[src/rtl/fp_add_unit.sv]
// fp_add_unit: registered IEEE-754-style floating-point adder, one cycle latency.
// Zero and denormal operands are flushed to zero; all-ones exponents give infinity.
// Rounding is truncation by default. Defining FPA_ROUND_NEAREST_EN switches to
// round-to-nearest, ties-to-even, using the guard/round/sticky bits.
module fp_add_unit #(
    parameter int  EXP_WIDTH      = 8,
    parameter int  MANTISSA_WIDTH = 23,
    localparam int W              = 1 + EXP_WIDTH + MANTISSA_WIDTH
) (
    input  logic         clk_in,
    input  logic         rst_in,
    input  logic [W-1:0] a_in,
    input  logic [W-1:0] b_in,
    output logic [W-1:0] fpa_out,
    output logic         overflow_out,
    output logic         underflow_out
);

    localparam int EW = EXP_WIDTH;
    localparam int MW = MANTISSA_WIDTH;
    // hidden bit + fraction + guard/round/sticky
    localparam int SW = MW + 4;
    // signed working exponent, wide enough for the largest left normalization
    localparam int XW = EW + $clog2(MW + 4) + 2;

    localparam logic [EW-1:0]        EXP_ONES = '1;
    localparam logic signed [XW-1:0] EXP_MAX  = {{(XW-EW){1'b0}}, EXP_ONES};

    logic              sa, sb, sl;
    logic [EW-1:0]     ea, eb, el, es, diff;
    logic              a_zero, b_zero, a_spec, b_spec;
    logic [W-2:0]      mag_a, mag_b;
    logic [MW:0]       ma, mb, ml, ms;
    logic [SW-1:0]     l_ext, s_ext, shifted, norm;
    logic [SW:0]       sum;
    logic              lost;
    int                lz;
    logic signed [XW-1:0] exp_n;
    logic [MW-1:0]     frac;
    logic [W-1:0]      res;
    logic              res_ovf, res_unf;
    logic              unused_bits;
`ifdef FPA_ROUND_NEAREST_EN
    logic              round_up;
    logic [MW+1:0]     mant_r;
`endif

    // Combinational datapath: align, add/subtract, normalize, round, classify
    always_comb begin
        sa     = a_in[W-1];
        sb     = b_in[W-1];
        ea     = a_in[W-2:MW];
        eb     = b_in[W-2:MW];
        a_zero = (ea == '0);
        b_zero = (eb == '0);
        a_spec = (ea == EXP_ONES);
        b_spec = (eb == EXP_ONES);
        ma     = a_zero ? '0 : {1'b1, a_in[MW-1:0]};
        mb     = b_zero ? '0 : {1'b1, b_in[MW-1:0]};
        mag_a  = a_zero ? '0 : a_in[W-2:0];
        mag_b  = b_zero ? '0 : b_in[W-2:0];

        // larger magnitude goes first; its sign is the result sign
        if (mag_a >= mag_b) begin
            sl = sa; el = ea; ml = ma; es = eb; ms = mb;
        end else begin
            sl = sb; el = eb; ml = mb; es = ea; ms = ma;
        end
        diff = el - es;

        l_ext   = {ml, 3'b000};
        s_ext   = {ms, 3'b000};
        shifted = '0;
        lost    = 1'b0;
        if (int'(diff) < MW + 3) begin
            shifted    = s_ext >> diff;
            lost       = |(s_ext & ~({SW{1'b1}} << diff));
            shifted[0] = shifted[0] | lost;
        end

        if (sa == sb) sum = {1'b0, l_ext} + {1'b0, shifted};
        else          sum = {1'b0, l_ext} - {1'b0, shifted};

        exp_n = $signed({{(XW-EW){1'b0}}, el});
        lz    = 0;
        for (int i = 0; i < SW; i++) begin
            if (sum[i]) lz = SW - 1 - i;
        end
        if (sum[SW]) begin
            // carry out: shift right, fold the dropped bit into sticky
            norm    = sum[SW:1];
            norm[0] = sum[1] | sum[0];
            exp_n   = exp_n + 1;
        end else begin
            norm  = sum[SW-1:0] << lz;
            exp_n = exp_n - XW'(lz);
        end

`ifdef FPA_ROUND_NEAREST_EN
        round_up = norm[2] & (norm[1] | norm[0] | norm[3]);
        mant_r   = {1'b0, norm[SW-1:3]} + (MW+2)'(round_up);
        if (mant_r[MW+1]) begin
            frac  = mant_r[MW:1];
            exp_n = exp_n + 1;
        end else begin
            frac  = mant_r[MW-1:0];
        end
`else
        frac = norm[SW-2:3];
`endif
        unused_bits = ^{norm[SW-1], norm[2:0]};

        res     = '0;
        res_ovf = 1'b0;
        res_unf = 1'b0;
        if (a_spec || b_spec) begin
            res     = {(a_spec ? sa : sb), EXP_ONES, {MW{1'b0}}};
            res_ovf = 1'b1;
        end else if (sum == '0) begin
            res = '0;
        end else if (exp_n >= EXP_MAX) begin
            res     = {sl, EXP_ONES, {MW{1'b0}}};
            res_ovf = 1'b1;
        end else if (exp_n <= 0) begin
            res     = '0;
            res_unf = 1'b1;
        end else begin
            res = {sl, exp_n[EW-1:0], frac};
        end
    end

    // Output register with synchronous reset
    always_ff @(posedge clk_in) begin
        if (rst_in) begin
            fpa_out       <= '0;
            overflow_out  <= 1'b0;
            underflow_out <= 1'b0;
        end else begin
            fpa_out       <= res;
            overflow_out  <= res_ovf;
            underflow_out <= res_unf;
        end
    end

endmodule

[config.mk]
export PLATFORM = sky130hd
export DESIGN_NAME = fp_add_unit
export DESIGN_NICKNAME = d
export VERILOG_FILES = /design/src/rtl/fp_add_unit.sv
export SDC_FILE = /design/constraint.sdc
export NUM_CORES = 1
export LEC_CHECK = 0
export ABC_AREA = 1
export BUFFER_PORTS_ARGS = -buffer_cell sky130_fd_sc_hd__buf_2
export CORE_MARGIN = 10
export CORE_UTILIZATION = 35
export DETAILED_ROUTE_END_ITERATION = 7
export PLACE_DENSITY = 0.58
export SLEW_MARGIN = 20
export SYNTH_ARGS = -nofsm -noshare
export SYNTH_HDL_FRONTEND = slang
export SYNTH_SLANG_ARGS = --single-unit
export TNS_END_PERCENT = 100
[constraint.sdc]
create_clock -name clk_in -period 26.1 [get_ports clk_in]
set_input_delay 5.22 -clock clk_in [delete_from_list [all_inputs] [get_ports clk_in]]
set_output_delay 5.22 -clock clk_in [all_outputs]
set_load 0.02 [all_outputs]
==> results.txt <==
HPWL Detailed: 30.8 mm
Worst-path maximum fanout: 83
Final Max Tran Viols: 0
Slew @ Worst Pin: 974 ps
Top cell family by delay on the critical path: simple AND/OR/NAND/NOR gates
Root Driver: clkbuf_16
Pin count of the biggest net entering global routing: 84
Number of synthesized flops with an enable pin: 0
Congestion Overflow GR: 0
CP startpoint: a_in[28]
Outcome: complete, no violations
Mapped Nets: 1998
H-tree Lvls: 2
# IOs: 100
LEAKAGE: 5.81 nW
RSZ-0062 raised after global routing: no
Chip height: 191 um
FP Rows: 62
Post-Synthesis Cells: 1843
Main flop type after synthesis: dfxtp_1
Max transition margin: 0.351
Buf/Inv on CP: 12
Final nets: 2032
Final GP Congestion: 0.984
Sequential share of the synthesized area: 0.0661
Final Core Density: 0.381
HP Start: rst_in
DRT Pass-1 Iters: 6
WL final: 37.5 mm
CTS max path bufs: 2
Mean post-synth cell area: 5.58 um2
Worst Setup Path Type: in -> reg
Max cap viols: 0
Hold Vio Cnt, Final: 0
Synth cell types: 68
Clk sink count: 34
Syn. warnings: 0
Period utilization: 0.717
Slowest CP cell: ha_1
Highest clock rate: 53.5 MHz
Setup_tns: 0 ps
DRT iter0 DRCs: 1279
Setup crit end kind: flop
Setup Buffers After CTS: 0
Period minus WS final: 18710 ps
Die Width: 191 um
Vias in the first global route: 11500
I/O Buffers: 99
GRT Overall Usage: 0.197
Global-route wire length before repair: 60.0 mm
CTS Hold Bufs: 0
CTS tree: done
WP data required: 26300 ps
Peak VDD IR: 0.0307 mV
Seq cells post-synth: 34
Drc violations: 0
Post-synth ARST share: 0
Share of layout cells above drive strength 1: 0.139
Overall Power: 764 uW
Worst-path clk slew: 50 ps
Initial antenna violation count: 0
Layout overhead on the synthesized area: 6.89%
Post-cts sizing count: 0
Crit path DAT: 18910 ps
Die area: 0.0367 mm2
Core Box Area: 0.0289 mm2
WL/cell: 16.6 um
Starting Density: 0.357
Hold slack: 5280 ps
Startpoint type of the worst setup path: primary input
Antenna Nets Post-Route: 0
DR vias: 12300
Crit path top cell by count: nand2_1
CTS Buf Count: 5
Power Dens Cells: 69.5 mW/mm2
HP Class: in -> reg
Vias per cell: 5.43
Max incr delay on CP: 960 ps
Post-synth design cell area: 0.0103 mm2
ANT cells: 0
Final setup violation count: 0
-- flip-flops by register name, summed over array words and instances (netlist names) --
name           count
overflow_out       1
underflow_out      1
fpa_out           32
-- path summary, 6_finish.rpt --
path	end	slack, ps	cells past startpoint
setup / recovery	fpa_out[16]	7390	71
hold / removal	fpa_out[31]	5280	2
-- synthesized netlist by cell type, drive strengths merged (2+ instances only) --
| cell | n | area share |
|---|---|---|
| dfxtp | 34 | 0.066 |
| xor2 | 26 | 0.032 |
| nor2 | 156 | 0.062 |
| o31ai | 6 | 0.0044 |
| a31oi | 10 | 0.0073 |
| or2 | 8 | 0.0049 |
| fa | 2 | 0.0039 |
| o21ai | 114 | 0.060 |
| clkbuf | 33 | 0.012 |
| a21o | 5 | 0.0044 |
| o22ai | 10 | 0.0061 |
| a21oi | 92 | 0.048 |
| a211oi | 3 | 0.0022 |
| a221oi | 2 | 0.0017 |
| mux2i | 2 | 0.0019 |
| nand4 | 52 | 0.034 |
| o21a | 2 | 0.0016 |
| o211ai | 14 | 0.011 |
| o41ai | 7 | 0.0078 |
| nand2 | 561 | 0.22 |
| ha | 87 | 0.11 |
| a2111oi | 2 | 0.0017 |
| nand3b | 5 | 0.0036 |
| nand3 | 270 | 0.14 |
| o21bai | 3 | 0.0026 |
| nor3 | 16 | 0.0088 |
| o221ai | 3 | 0.0026 |
| clkinv | 3 | 0.0011 |
| nor4 | 12 | 0.010 |
| inv | 249 | 0.092 |
| and2 | 5 | 0.0030 |
| buf | 44 | 0.031 |
-- power by group --
group	switching (mW)	internal [mW]
combinational	0.444	0.190
clock	0.0189	0.0343
sequential	0.00396	0.0727
-- layout by cell type, fill, tap and decap left out, drive strengths merged, types with 7 or more instances in the layout --
master / Yosys / final
nand2: 561 / 561
nand3: 270 / 270
inv: 249 / 249
nor2: 156 / 156
o21ai: 114 / 114
buf: 44 / 104
a21oi: 92 / 92
ha: 87 / 87
nand4: 52 / 52
dfxtp: 34 / 34
xor2: 26 / 26
nor3: 16 / 16
o211ai: 14 / 14
nor4: 12 / 12
o22ai: 10 / 10
a31oi: 10 / 10
or2: 8 / 8
o41ai: 7 / 7
-- kinds of logic after synthesis --
group	share of synthesized area
and+or+nand+nor	0.489
AOI/OAI and AO/OA	0.165
adders and majority gates	0.110
buffers and inverters	0.135
xor gates and xnor gates	0.0328
DFF	0.0661
muxes	0.00195
-- metal layers --
| layer | global-route usage | share of wire | wire length (um) |
|---|---|---|---|
| met1 | 0.261 | 0.45 | 16800 |
| met2 | 0.331 | 0.46 | 17400 |
| met3 | 0.0151 | 0.057 | 2150 |
| met4 | 0.0643 | 0.031 | 1180 |
| met5 | 0 | 0 | 0 |
-- cell type report --
type	instances	area, um2
clock inverter	2	10.0
tap	384	480
inverter	252	953
multi-input combinational	1480	8220
sequential	34	681
clock buffer	5	125
timing repair buffer	104	533
fill	3286	17900
-- stage by stage --
step	worst slack, ps	area [um2]	cells
after floorplan	11170	10300	1843
after global placement	7560	10900	2254
after detailed placement	7300	10900	2254
after CTS	7550	11000	2261
after global routing	5790	11000	2261
final	7390	11000	2261
No activity file was read; power rests on OpenSTA's default activity.
